[config.mk]
export PLATFORM = sky130hd
export DESIGN_NAME = conv_mac_stage_flat
export DESIGN_NICKNAME = d
export VERILOG_FILES = /design/src/rtl/conv_mac_stage_pkg.sv /design/src/rtl/conv_mac_stage_if.sv /design/src/rtl/conv_mac_stage_mult.sv /design/src/rtl/conv_mac_stage.sv /design/src/flat_wrapper.sv
export SDC_FILE = /design/constraint.sdc
export NUM_CORES = 2
export LEC_CHECK = 0
export CORE_MARGIN = 2
export CORE_UTILIZATION = 49
export CTS_BUF_LIST = sky130_fd_sc_hd__clkbuf_16
export DETAILED_ROUTE_END_ITERATION = 10
export PLACE_DENSITY = 0.72
export SLEW_MARGIN = 10
export SYNTH_ARGS = -nofsm -noshare
export SYNTH_HDL_FRONTEND = slang
export SYNTH_SLANG_ARGS = --single-unit
[constraint.sdc]
create_clock -name clk -period 4.4 [get_ports clk]
set_input_delay 0.88 -clock clk [delete_from_list [all_inputs] [get_ports clk]]
set_output_delay 0.88 -clock clk [all_outputs]
set_load 0.1 [all_outputs]
[src/rtl/conv_mac_stage_pkg.sv]
`default_nettype none
// ============================================================================
// Module      : conv_pkg
// Description : Shared constants and helpers for the convolution multiply
//               stage: default tap count and operand widths, and the
//               ceil(log2) helper that sizes the adder-tree result.
// Revision    : 1.0 - initial release
// ============================================================================
package conv_pkg;

  localparam int CONV_TAPS   = 9;
  localparam int CONV_PIX_W  = 8;
  localparam int CONV_COEF_W = 8;

  // ceil(log2(taps)); returns 0 for taps=1. Covers taps up to 64.
  function automatic int clog2_taps(input int taps);
    int r;
    r = 0;
    for (int k = 0; k < 6; k++) begin
      if ((1 << k) < taps) r = k + 1;
    end
    return r;
  endfunction

endpackage
`default_nettype wire

[src/rtl/conv_mac_stage_if.sv]
`default_nettype none
// ============================================================================
// Module      : conv_mac_stage_if
// Description : Input (window + coefficients) and output (products, coef,
//               sum) valid/ready bundles of the multiply stage.
//   master : producer of input beats / consumer of output beats
//   slave  : the multiply stage itself
//   in_valid/in_ready/pix_in/coef_in  - input beat
//   out_valid/out_ready/coef_out/prod_out/sum_out - output beat
// Revision    : 1.0 - initial release
// ============================================================================
interface conv_mac_stage_if #(
  parameter int TAPS   = 9,
  parameter int PIX_W  = 8,
  parameter int COEF_W = 8
);
  import conv_pkg::*;

  localparam int PROD_W = PIX_W + COEF_W;
  localparam int SUM_W  = PROD_W + clog2_taps(TAPS);

  logic                     in_valid;
  logic                     in_ready;
  logic [TAPS*PIX_W-1:0]    pix_in;
  logic [TAPS*COEF_W-1:0]   coef_in;
  logic                     out_valid;
  logic                     out_ready;
  logic [TAPS*COEF_W-1:0]   coef_out;
  logic [TAPS*PROD_W-1:0]   prod_out;
  logic [SUM_W-1:0]         sum_out;

  modport master (
    output in_valid, pix_in, coef_in, out_ready,
    input  in_ready, out_valid, coef_out, prod_out, sum_out
  );

  modport slave (
    input  in_valid, pix_in, coef_in, out_ready,
    output in_ready, out_valid, coef_out, prod_out, sum_out
  );

endinterface
`default_nettype wire

[src/rtl/conv_mac_stage_mult.sv]
`default_nettype none
// ============================================================================
// Module      : conv_mult
// Description : One registered PIX_W x COEF_W multiplier with load enable.
//               Pixel is unsigned; coefficient is unsigned or two's
//               complement (COEF_SIGNED). Result is exact in PIX_W+COEF_W.
//   clk, rst (async, active-low), i_en (load), i_pix, i_coef, o_prod
// Revision    : 1.0 - initial release
// ============================================================================
module conv_mult
  import conv_pkg::*;
#(
  parameter int PIX_W       = CONV_PIX_W,
  parameter int COEF_W      = CONV_COEF_W,
  parameter int COEF_SIGNED = 0
) (
  input  wire logic                     clk,
  input  wire logic                     rst,
  input  wire logic                     i_en,
  input  wire logic [PIX_W-1:0]         i_pix,
  input  wire logic [COEF_W-1:0]        i_coef,
  output logic      [PIX_W+COEF_W-1:0]  o_prod
);

  localparam int PROD_W = PIX_W + COEF_W;

  logic [PROD_W-1:0] w_pix_ext;
  logic [PROD_W-1:0] w_coef_ext;
  logic [PROD_W-1:0] w_prod;
  logic [PROD_W-1:0] r_prod;

  // Both operands are extended to the full result width; the low PROD_W
  // bits of that product are the exact two's complement result, since
  // the true product always fits in PROD_W.
  assign w_pix_ext = {{COEF_W{1'b0}}, i_pix};

  generate
    if (COEF_SIGNED != 0) begin : g_coef_sext
      assign w_coef_ext = {{PIX_W{i_coef[COEF_W-1]}}, i_coef};
    end else begin : g_coef_zext
      assign w_coef_ext = {{PIX_W{1'b0}}, i_coef};
    end
  endgenerate

  assign w_prod = w_pix_ext * w_coef_ext;

  always_ff @(posedge clk or negedge rst) begin
    if (!rst) begin
      r_prod <= '0;
    end else if (i_en) begin
      r_prod <= w_prod;
    end
  end

  assign o_prod = r_prod;

endmodule
`default_nettype wire

[src/rtl/conv_mac_stage.sv]
`default_nettype none
// ============================================================================
// Module      : conv_mac_stage
// Description : Stall-capable multiply stage of the convolution datapath.
//               S1 registers the window and coefficients, S2 registers the
//               per-tap products, optional S3 registers the adder-tree sum.
//               Bubble-collapsing valid/ready between every stage.
//   Build macro CONV_MAC_SUM_EN : adds S3 and a live sum_out (latency 3);
//               undefined gives latency 2 and sum_out tied to 0.
//   clk  : rising-edge clock
//   rst  : asynchronous, active-low reset
//   bus  : conv_mac_stage_if.slave (input beat in, product beat out)
// Revision    : 1.0 - initial release
// ============================================================================
module conv_mac_stage
  import conv_pkg::*;
#(
  parameter int TAPS        = CONV_TAPS,
  parameter int PIX_W       = CONV_PIX_W,
  parameter int COEF_W      = CONV_COEF_W,
  parameter int COEF_SIGNED = 0
) (
  input  wire logic        clk,
  input  wire logic        rst,
  conv_mac_stage_if.slave  bus
);

  localparam int PROD_W = PIX_W + COEF_W;
  localparam int SUM_W  = PROD_W + clog2_taps(TAPS);

  logic                   r_v1;
  logic [TAPS*PIX_W-1:0]  r_pix1;
  logic [TAPS*COEF_W-1:0] r_coef1;
  logic                   r_v2;
  logic [TAPS*COEF_W-1:0] r_coef2;
  logic [TAPS*PROD_W-1:0] w_prod2;
  logic                   w_load1;
  logic                   w_load2;
  logic                   w_down2;

  // Load chain: a stage may load when empty or when its successor moves.
  assign w_load2     = ~r_v2 | w_down2;
  assign w_load1     = ~r_v1 | w_load2;
  assign bus.in_ready = w_load1;

  always_ff @(posedge clk or negedge rst) begin
    if (!rst) begin
      r_v1    <= 1'b0;
      r_pix1  <= '0;
      r_coef1 <= '0;
    end else if (w_load1) begin
      r_v1    <= bus.in_valid;
      r_pix1  <= bus.pix_in;
      r_coef1 <= bus.coef_in;
    end
  end

  always_ff @(posedge clk or negedge rst) begin
    if (!rst) begin
      r_v2    <= 1'b0;
      r_coef2 <= '0;
    end else if (w_load2) begin
      r_v2    <= r_v1;
      r_coef2 <= r_coef1;
    end
  end

  // The multipliers hold the S2 product registers; they share S2's load.
  generate
    for (genvar i = 0; i < TAPS; i++) begin : g_tap
      conv_mult #(
        .PIX_W       (PIX_W),
        .COEF_W      (COEF_W),
        .COEF_SIGNED (COEF_SIGNED)
      ) u_mult (
        .clk    (clk),
        .rst    (rst),
        .i_en   (w_load2),
        .i_pix  (r_pix1[i*PIX_W +: PIX_W]),
        .i_coef (r_coef1[i*COEF_W +: COEF_W]),
        .o_prod (w_prod2[i*PROD_W +: PROD_W])
      );
    end
  endgenerate

`ifdef CONV_MAC_SUM_EN
  localparam int NLEAF = 1 << clog2_taps(TAPS);

  logic                   r_v3;
  logic [TAPS*COEF_W-1:0] r_coef3;
  logic [TAPS*PROD_W-1:0] r_prod3;
  logic [SUM_W-1:0]       r_sum3;
  logic [SUM_W-1:0]       w_sum;
  logic                   w_load3;

  assign w_load3 = ~r_v3 | bus.out_ready;
  assign w_down2 = w_load3;

  // Balanced tree in heap layout: leaves at [NLEAF..2*NLEAF-1], padded
  // with zeros past TAPS; node n = child 2n + child 2n+1; root at [1].
  always_comb begin
    logic [SUM_W-1:0] w_tree [2*NLEAF];
    for (int n = 0; n < 2*NLEAF; n++) begin
      w_tree[n] = '0;
    end
    for (int i = 0; i < TAPS; i++) begin
      if (COEF_SIGNED != 0) begin
        w_tree[NLEAF+i] = SUM_W'($signed(w_prod2[i*PROD_W +: PROD_W]));
      end else begin
        w_tree[NLEAF+i] = SUM_W'(w_prod2[i*PROD_W +: PROD_W]);
      end
    end
    for (int n = NLEAF - 1; n >= 1; n--) begin
      w_tree[n] = w_tree[2*n] + w_tree[2*n+1];
    end
    w_sum = w_tree[1];
  end

  always_ff @(posedge clk or negedge rst) begin
    if (!rst) begin
      r_v3    <= 1'b0;
      r_coef3 <= '0;
      r_prod3 <= '0;
      r_sum3  <= '0;
    end else if (w_load3) begin
      r_v3    <= r_v2;
      r_coef3 <= r_coef2;
      r_prod3 <= w_prod2;
      r_sum3  <= w_sum;
    end
  end

  assign bus.out_valid = r_v3;
  assign bus.coef_out  = r_coef3;
  assign bus.prod_out  = r_prod3;
  assign bus.sum_out   = r_sum3;
`else
  assign w_down2       = bus.out_ready;
  assign bus.out_valid = r_v2;
  assign bus.coef_out  = r_coef2;
  assign bus.prod_out  = w_prod2;
  assign bus.sum_out   = {SUM_W{1'b0}};
`endif

endmodule
`default_nettype wire
[src/flat_wrapper.sv]
// flat-port wrapper written by rule: the top's interface ports become plain ports
module conv_mac_stage_flat import conv_pkg::*;
#(
  parameter int TAPS        = CONV_TAPS,
  parameter int PIX_W       = CONV_PIX_W,
  parameter int COEF_W      = CONV_COEF_W,
  parameter int COEF_SIGNED = 0
)
  (clk, rst, bus_in_valid, bus_pix_in, bus_coef_in, bus_out_ready, bus_in_ready, bus_out_valid, bus_coef_out, bus_prod_out, bus_sum_out);
  conv_mac_stage_if #(.TAPS(TAPS), .PIX_W(PIX_W), .COEF_W(COEF_W)) bus_i ();
  input  wire logic clk;
  input  wire logic rst;
  input wire logic [$bits(bus_i.in_valid)-1:0] bus_in_valid;
  input wire logic [$bits(bus_i.pix_in)-1:0] bus_pix_in;
  input wire logic [$bits(bus_i.coef_in)-1:0] bus_coef_in;
  input wire logic [$bits(bus_i.out_ready)-1:0] bus_out_ready;
  output wire logic [$bits(bus_i.in_ready)-1:0] bus_in_ready;
  output wire logic [$bits(bus_i.out_valid)-1:0] bus_out_valid;
  output wire logic [$bits(bus_i.coef_out)-1:0] bus_coef_out;
  output wire logic [$bits(bus_i.prod_out)-1:0] bus_prod_out;
  output wire logic [$bits(bus_i.sum_out)-1:0] bus_sum_out;
  assign bus_i.in_valid = bus_in_valid;
  assign bus_i.pix_in = bus_pix_in;
  assign bus_i.coef_in = bus_coef_in;
  assign bus_i.out_ready = bus_out_ready;
  assign bus_in_ready = bus_i.in_ready;
  assign bus_out_valid = bus_i.out_valid;
  assign bus_coef_out = bus_i.coef_out;
  assign bus_prod_out = bus_i.prod_out;
  assign bus_sum_out = bus_i.sum_out;
  conv_mac_stage #(.TAPS(TAPS), .PIX_W(PIX_W), .COEF_W(COEF_W), .COEF_SIGNED(COEF_SIGNED)) u_core (.clk(clk), .rst(rst), .bus(bus_i));
endmodule
Word level (Yosys, flattened, before mapping)
Index checks and enable logic that the tools add are counted.
{ "word_totals": {"regBits": 362} }
{ "op_classes": {"multipliers": 9, "n_bitwise": 4} }
{ "op_table": {"columns": ["cell", "count"], "rows": [
  ["8-bit by 8-bit multiplier with 16-bit output", 9],
  ["1-bit NOT", 2],
  ["1-bit bitwise OR", 2]
]} }

Depth between registers and ports, before layout
{ "depth": {"depth_word": 3, "mapped_depth": 17} }

Hierarchy
Synthesis repeated with hierarchy kept, for this count alone.
{ "hier_totals": {"hier_cells": 2995, "area_unflattened_um2": 33345.7} }
{ "by_module_without_submodules": {"columns": ["module", "instances", "cells_each", "area_per_inst_um2", "seq_area_each_um2"], "rows": [
  ["conv_mult at u_core.g_tap[3].u_mult ...", 4, 279, 2685.1, 400.4],
  ["conv_mac_stage", 1, 484, 9136.3, 5455.2],
  ["conv_mult at u_core.g_tap[1].u_mult ...", 2, 279, 2718.9, 400.4],
  ["conv_mult at u_core.g_tap[7].u_mult", 1, 279, 2681.3, 400.4],
  ["conv_mult at u_core.g_tap[8].u_mult", 1, 279, 2678.8, 400.4],
  ["conv_mult at u_core.g_tap[0].u_mult", 1, 279, 2671.3, 400.4]
]} }

Least setup slack after synthesis
Ideal clock, no wire load.
{ "synth_path": {"path_type": "flip-flop to flip-flop", "from": "register u_core.r_coef1[5]", "to": "register u_core.g_tap[0].u_mult.r_prod[13]", "setup_ns": 0.120, "arrival_ns": 4.044, "required_ns": 4.280, "setup_slack_ns": 0.237, "path_stages_with_launch": 15, "path_buffers": 1, "synth_period_minus_slack_ns": 4.163, "cell_sequence": "dfrtp_1 -> clkbuf_1 -> and2_1 -> fa_1 -> fa_1 -> fa_1 -> inv_1 -> fa_1 -> inv_1 -> ha_1 -> a21oi_1 -> o21ai_0 -> o31a_1 -> or3_1 -> a31o_1"} }
{ "synth_between": {"elab_chain_cells": 1} }
{ "synth_rtl": {"columns": ["item", "line", "source"], "rows": [
  ["from (decl)", "conv_mac_stage.sv:33", "logic [TAPS*COEF_W-1:0] r_coef1;"],
  ["from (signal assigned)", "conv_mac_stage.sv:54", "r_coef1 <= bus.coef_in;"],
  ["8-bit by 8-bit multiplier with 16-bit output", "conv_mac_stage_mult.sv:45", "assign w_prod = w_pix_ext * w_coef_ext;"],
  ["to (signal assigned)", "conv_mac_stage_mult.sv:51", "r_prod <= w_prod;"],
  ["to (decl)", "conv_mac_stage_mult.sv:30", "logic [PROD_W-1:0] r_prod;"]
]} }
Every way passes these cells.
A chain may end at the register's enable or synchronous reset.

Worst setup path in the final report
{ "layout_path": {"from": "register u_core.r_coef1[4]", "to": "register u_core.g_tap[0].u_mult.r_prod[13]"} }
Same word-level chain as after synthesis.

==> out/results.txt <==
Max Clock Freq -> 235 MHz
H-Tree Depth -> 2
WP depth -> 13
Worst Skew -> 0.0122 ns
number of flops mapped to enable cells by yosys -> 0
switching share of power -> 52.8%
final critical-path required period -> 4.26 ns
first drt pass iteration count -> 6
Crit path buffers/inverters -> 2
relative slew slack -> 19.6%
Synth Instances -> 3337
# DRC -> 0
Die H -> 261 um
CP Launch Type -> flop
Critical Path RT -> 4.86 ns
Via density -> 5.11
Worst-Skew Late Latency -> 0.57 ns
layout overhead on the synthesized area -> 20.6%
ant diodes -> 0
R2R setup slack -> 0.14 ns
worst vdd ir -> 0.430 mV
Yosys warnings -> 0
Tcrit/Tclk final -> 96.8%
drt wl/cell -> 16.6 um
Nets -> 4534
reg2reg start -> u_core.r_coef1[4]$_DFFE_PN0P_
Unique masters post-synth -> 66
clk buf depth -> 3
initial core utilization -> 49.4%
Setup violations, final -> 0
CP max FO -> 10
CTS buffer count -> 44
floorplan row count -> 94
initial antenna violation count -> 3
pwr/cell area -> 765 nW/um^2
port bufs -> 365
HP Class -> input port to asynchronous set/reset pin
vias in the first global route -> 25080
first-pass GRT wire length -> 128000 um
status -> complete, no violations
leakage power -> 19.1 nW
worst-margin pin slew -> 1.20 ns
RSZ-0062 raised after global routing -> true
crit path from -> u_core.r_coef1[4]$_DFFE_PN0P_
GRT Total Usage -> 23.2%
final hold vios -> 0
Psw -> 15.8 mW
Critical Path End -> u_core.g_tap[0].u_mult.o_prod[13]$_DFFE_PN0P_
syn_area_per_cell -> 9.69 um^2
clock slew seen by the registers of the worst setup and hold paths -> 0.06 ns
kind of cell adding the most delay to the critical path -> adder cells
core area -> 65500 um^2
I/O pin count -> 386
Worst EP arrival -> 4.72 ns
register area share after synthesis -> 28.0%
Synth async-reset ratio -> 100%
Synth Cell Area -> 32300 um^2
post-route ant nets -> 0
Max-Cap Viols -> 0
Final Max Tran Viols -> 0
layout cell share with drive strength beyond 1 -> 10.3%
combinational power share -> 70.7%
pin count of the biggest net entering global routing -> 141
r2r endpoint -> u_core.g_tap[0].u_mult.o_prod[13]$_DFFE_PN0P_
reg2reg path depth -> 13
hold_buf cts -> 0
clock tree sinks -> 362
TritonCTS clock tree -> yes
Post-DP HPWL -> 59300 um
fillers -> 5630
Vias -> 23694
total congestion overflow -> 0
CP Class -> flop to flop
power share of the clock group -> 12.6%
Pint -> 14.1 mW
final WL -> 76900 um
Die Wd -> 261 um
Non-Filler Instances -> 4636
worst path cell trace -> and2_1 -> fa_1 -> fa_1 -> fa_1 -> inv_1 -> fa_1 -> inv_1 -> ha_1 -> a21oi_2 -> o21ai_1 -> o31a_1 -> or3_1 -> a31o_1
FF+latch count, synth -> 362
DP Cell Count -> 4552
Root Buffer -> clkbuf_16
Setup crit end kind -> flop
Worst path slowest cell -> fa_1
sequential power share -> 16.7%
Final Wtd Congestion -> 0.880
CP most frequent cell -> fa_1
CP peak stage delay -> 0.51 ns
hold slack -> 0.333 ns
Main synth FF type -> dfrtp_1
initial DRC count -> 1163
die footprint -> 68100 um^2
==> cell type report <==
type	count	area [um^2]	area share (%)
Tap cell	864	1080	2.77
Sequential cell	362	9130	23.4
Clock inverter	35	328	0.841
Multi-Input combinational cell	2426	21200	54.4
Timing Repair Buffer	448	4400	11.3
Inverter	456	1710	4.39
Clock buffer	45	1130	2.89
==> worst min path at each step <==
stage,from,end,depth (start not counted)
2_1_floorplan,u_core.r_v1$_DFFE_PN0P_,u_core.bus.out_valid$_DFFE_PN0P_,1
3_3_place_gp,u_core.g_tap[0].u_mult.o_prod[0]$_DFFE_PN0P_,u_core.g_tap[0].u_mult.o_prod[0]$_DFFE_PN0P_,2
3_5_place_dp,u_core.bus.coef_out[59]$_DFFE_PN0P_,u_core.bus.coef_out[59]$_DFFE_PN0P_,2
4_1_cts,rst,u_core.r_coef1[67]$_DFFE_PN0P_,1
5_1_grt,rst,u_core.r_pix1[69]$_DFFE_PN0P_,1
6_report,rst,u_core.r_coef1[67]$_DFFE_PN0P_,1
==> cell usage after synthesis (all sizes together), types with 6 or more instances <==
cell type,instances,area (um^2)
o31a,10,87.6
nand3,24,120
inv,456,1710
o22ai,6,37.5
mux2,147,1660
nand2,497,1870
xor2,37,324
a21oi,102,518
a21o,28,210
mux2i,6,60.1
and3,7,45.1
a211oi,28,215
clkbuf,50,188
nor3b,7,52.6
dfrtp,362,9060
a31oi,6,37.5
and2,475,2970
xnor2,33,289
fa,324,6490
o21ai,84,432
o21a,29,218
nor3,17,85.1
nor2,103,387
nor2b,11,83.8
ha,324,4050
buf,62,353
o31ai,20,174
o21bai,7,52.6
nand2b,18,113
==> worst register-to-register path, delay by kind of cell, from the launching register on <==
family | cells | cell delay (ns)
buf+inv | 2 | 0.09
fa+ha+maj | 5 | 2.29
flops | 1 | 0.46
compound gates | 4 | 0.81
simple gates | 2 | 0.50
==> flip-flops by register name, summed over array words and instances, names as in the netlist <==
name,count
u_core.bus.coef_out,72
u_core.bus.out_valid,1
u_core.g_tap.u_mult.o_prod,144
u_core.r_coef1,72
u_core.r_pix1,72
u_core.r_v1,1
==> per-stage QoR <==
step	setup slack (ns)	cell area, um^2	power (mW)	utilization [%]	TNS (ns)
2_1_floorplan	0.237	32400	20.7	-	0
3_3_place_gp	0.0381	37400	25.7	57.0	0
3_5_place_dp	0.0258	37400	25.9	57.0	0
4_1_cts	0.0215	38800	29.9	59.2	0
5_1_grt	-0.0523	39000	32.5	59.5	-0.0929
6_report	0.141	39000	29.8	59.5	0
==> layer usage <==
metal | share of wire [%] | vias to the layer above | global-route usage (%)
met5 | 0.038 | - | 0
met3 | 5.1 | 120 | 4.12
met1 | 42 | 11730 | 29.4
met2 | 50 | 445 | 40.5
met4 | 2.8 | 4 | 6.81
li1 | - | 11395 | -
==> logic make-up (layout without fill, tap and decap cells) <==
group           count (synthesis)  count (layout)  synth area share (%)
compound gates                356             356                  7.10
fa+ha+maj                     648             648                  32.6
buf+inv                       568             984                  6.96
mux                           153             153                  5.30
other cells                     1              20                0.0116
xor+xnor                       70              70                  1.90
flops                         362             362                  28.0
simple gates                 1179            1179                  18.1
==> cell usage in the layout (no fill, tap or decap), types with 33 or more instances in the layout <==
master,instances
nor2_1,100
ha_1,321
nand2_1,496
clkbuf_16,45
clkdlybuf4s50_1,363
dfrtp_1,302
inv_1,463
o21ai_0,73
a21oi_1,98
dfrtp_2,60
buf_4,73
fa_1,323
mux2_2,147
xor2_1,37
and2_1,475
xnor2_1,33
==> power by group through the flow <==
stage	sequential, mW	combinational [mW]	clock (mW)
floorplan	9.69	11.0	0
global placement	5.01	20.6	0
detailed placement	5.03	20.9	0
CTS	4.98	21.1	3.86
global route	5.11	23.4	3.99
finish	4.98	21.1	3.75
==> repair_timing <==
item | 4_1_cts | 5_1_grt
gates resized for setup | 0 | 83
setup endpoints to repair | 0 | 47
buffers inserted | 0 | 4
Power figures use the tool's default switching activity.
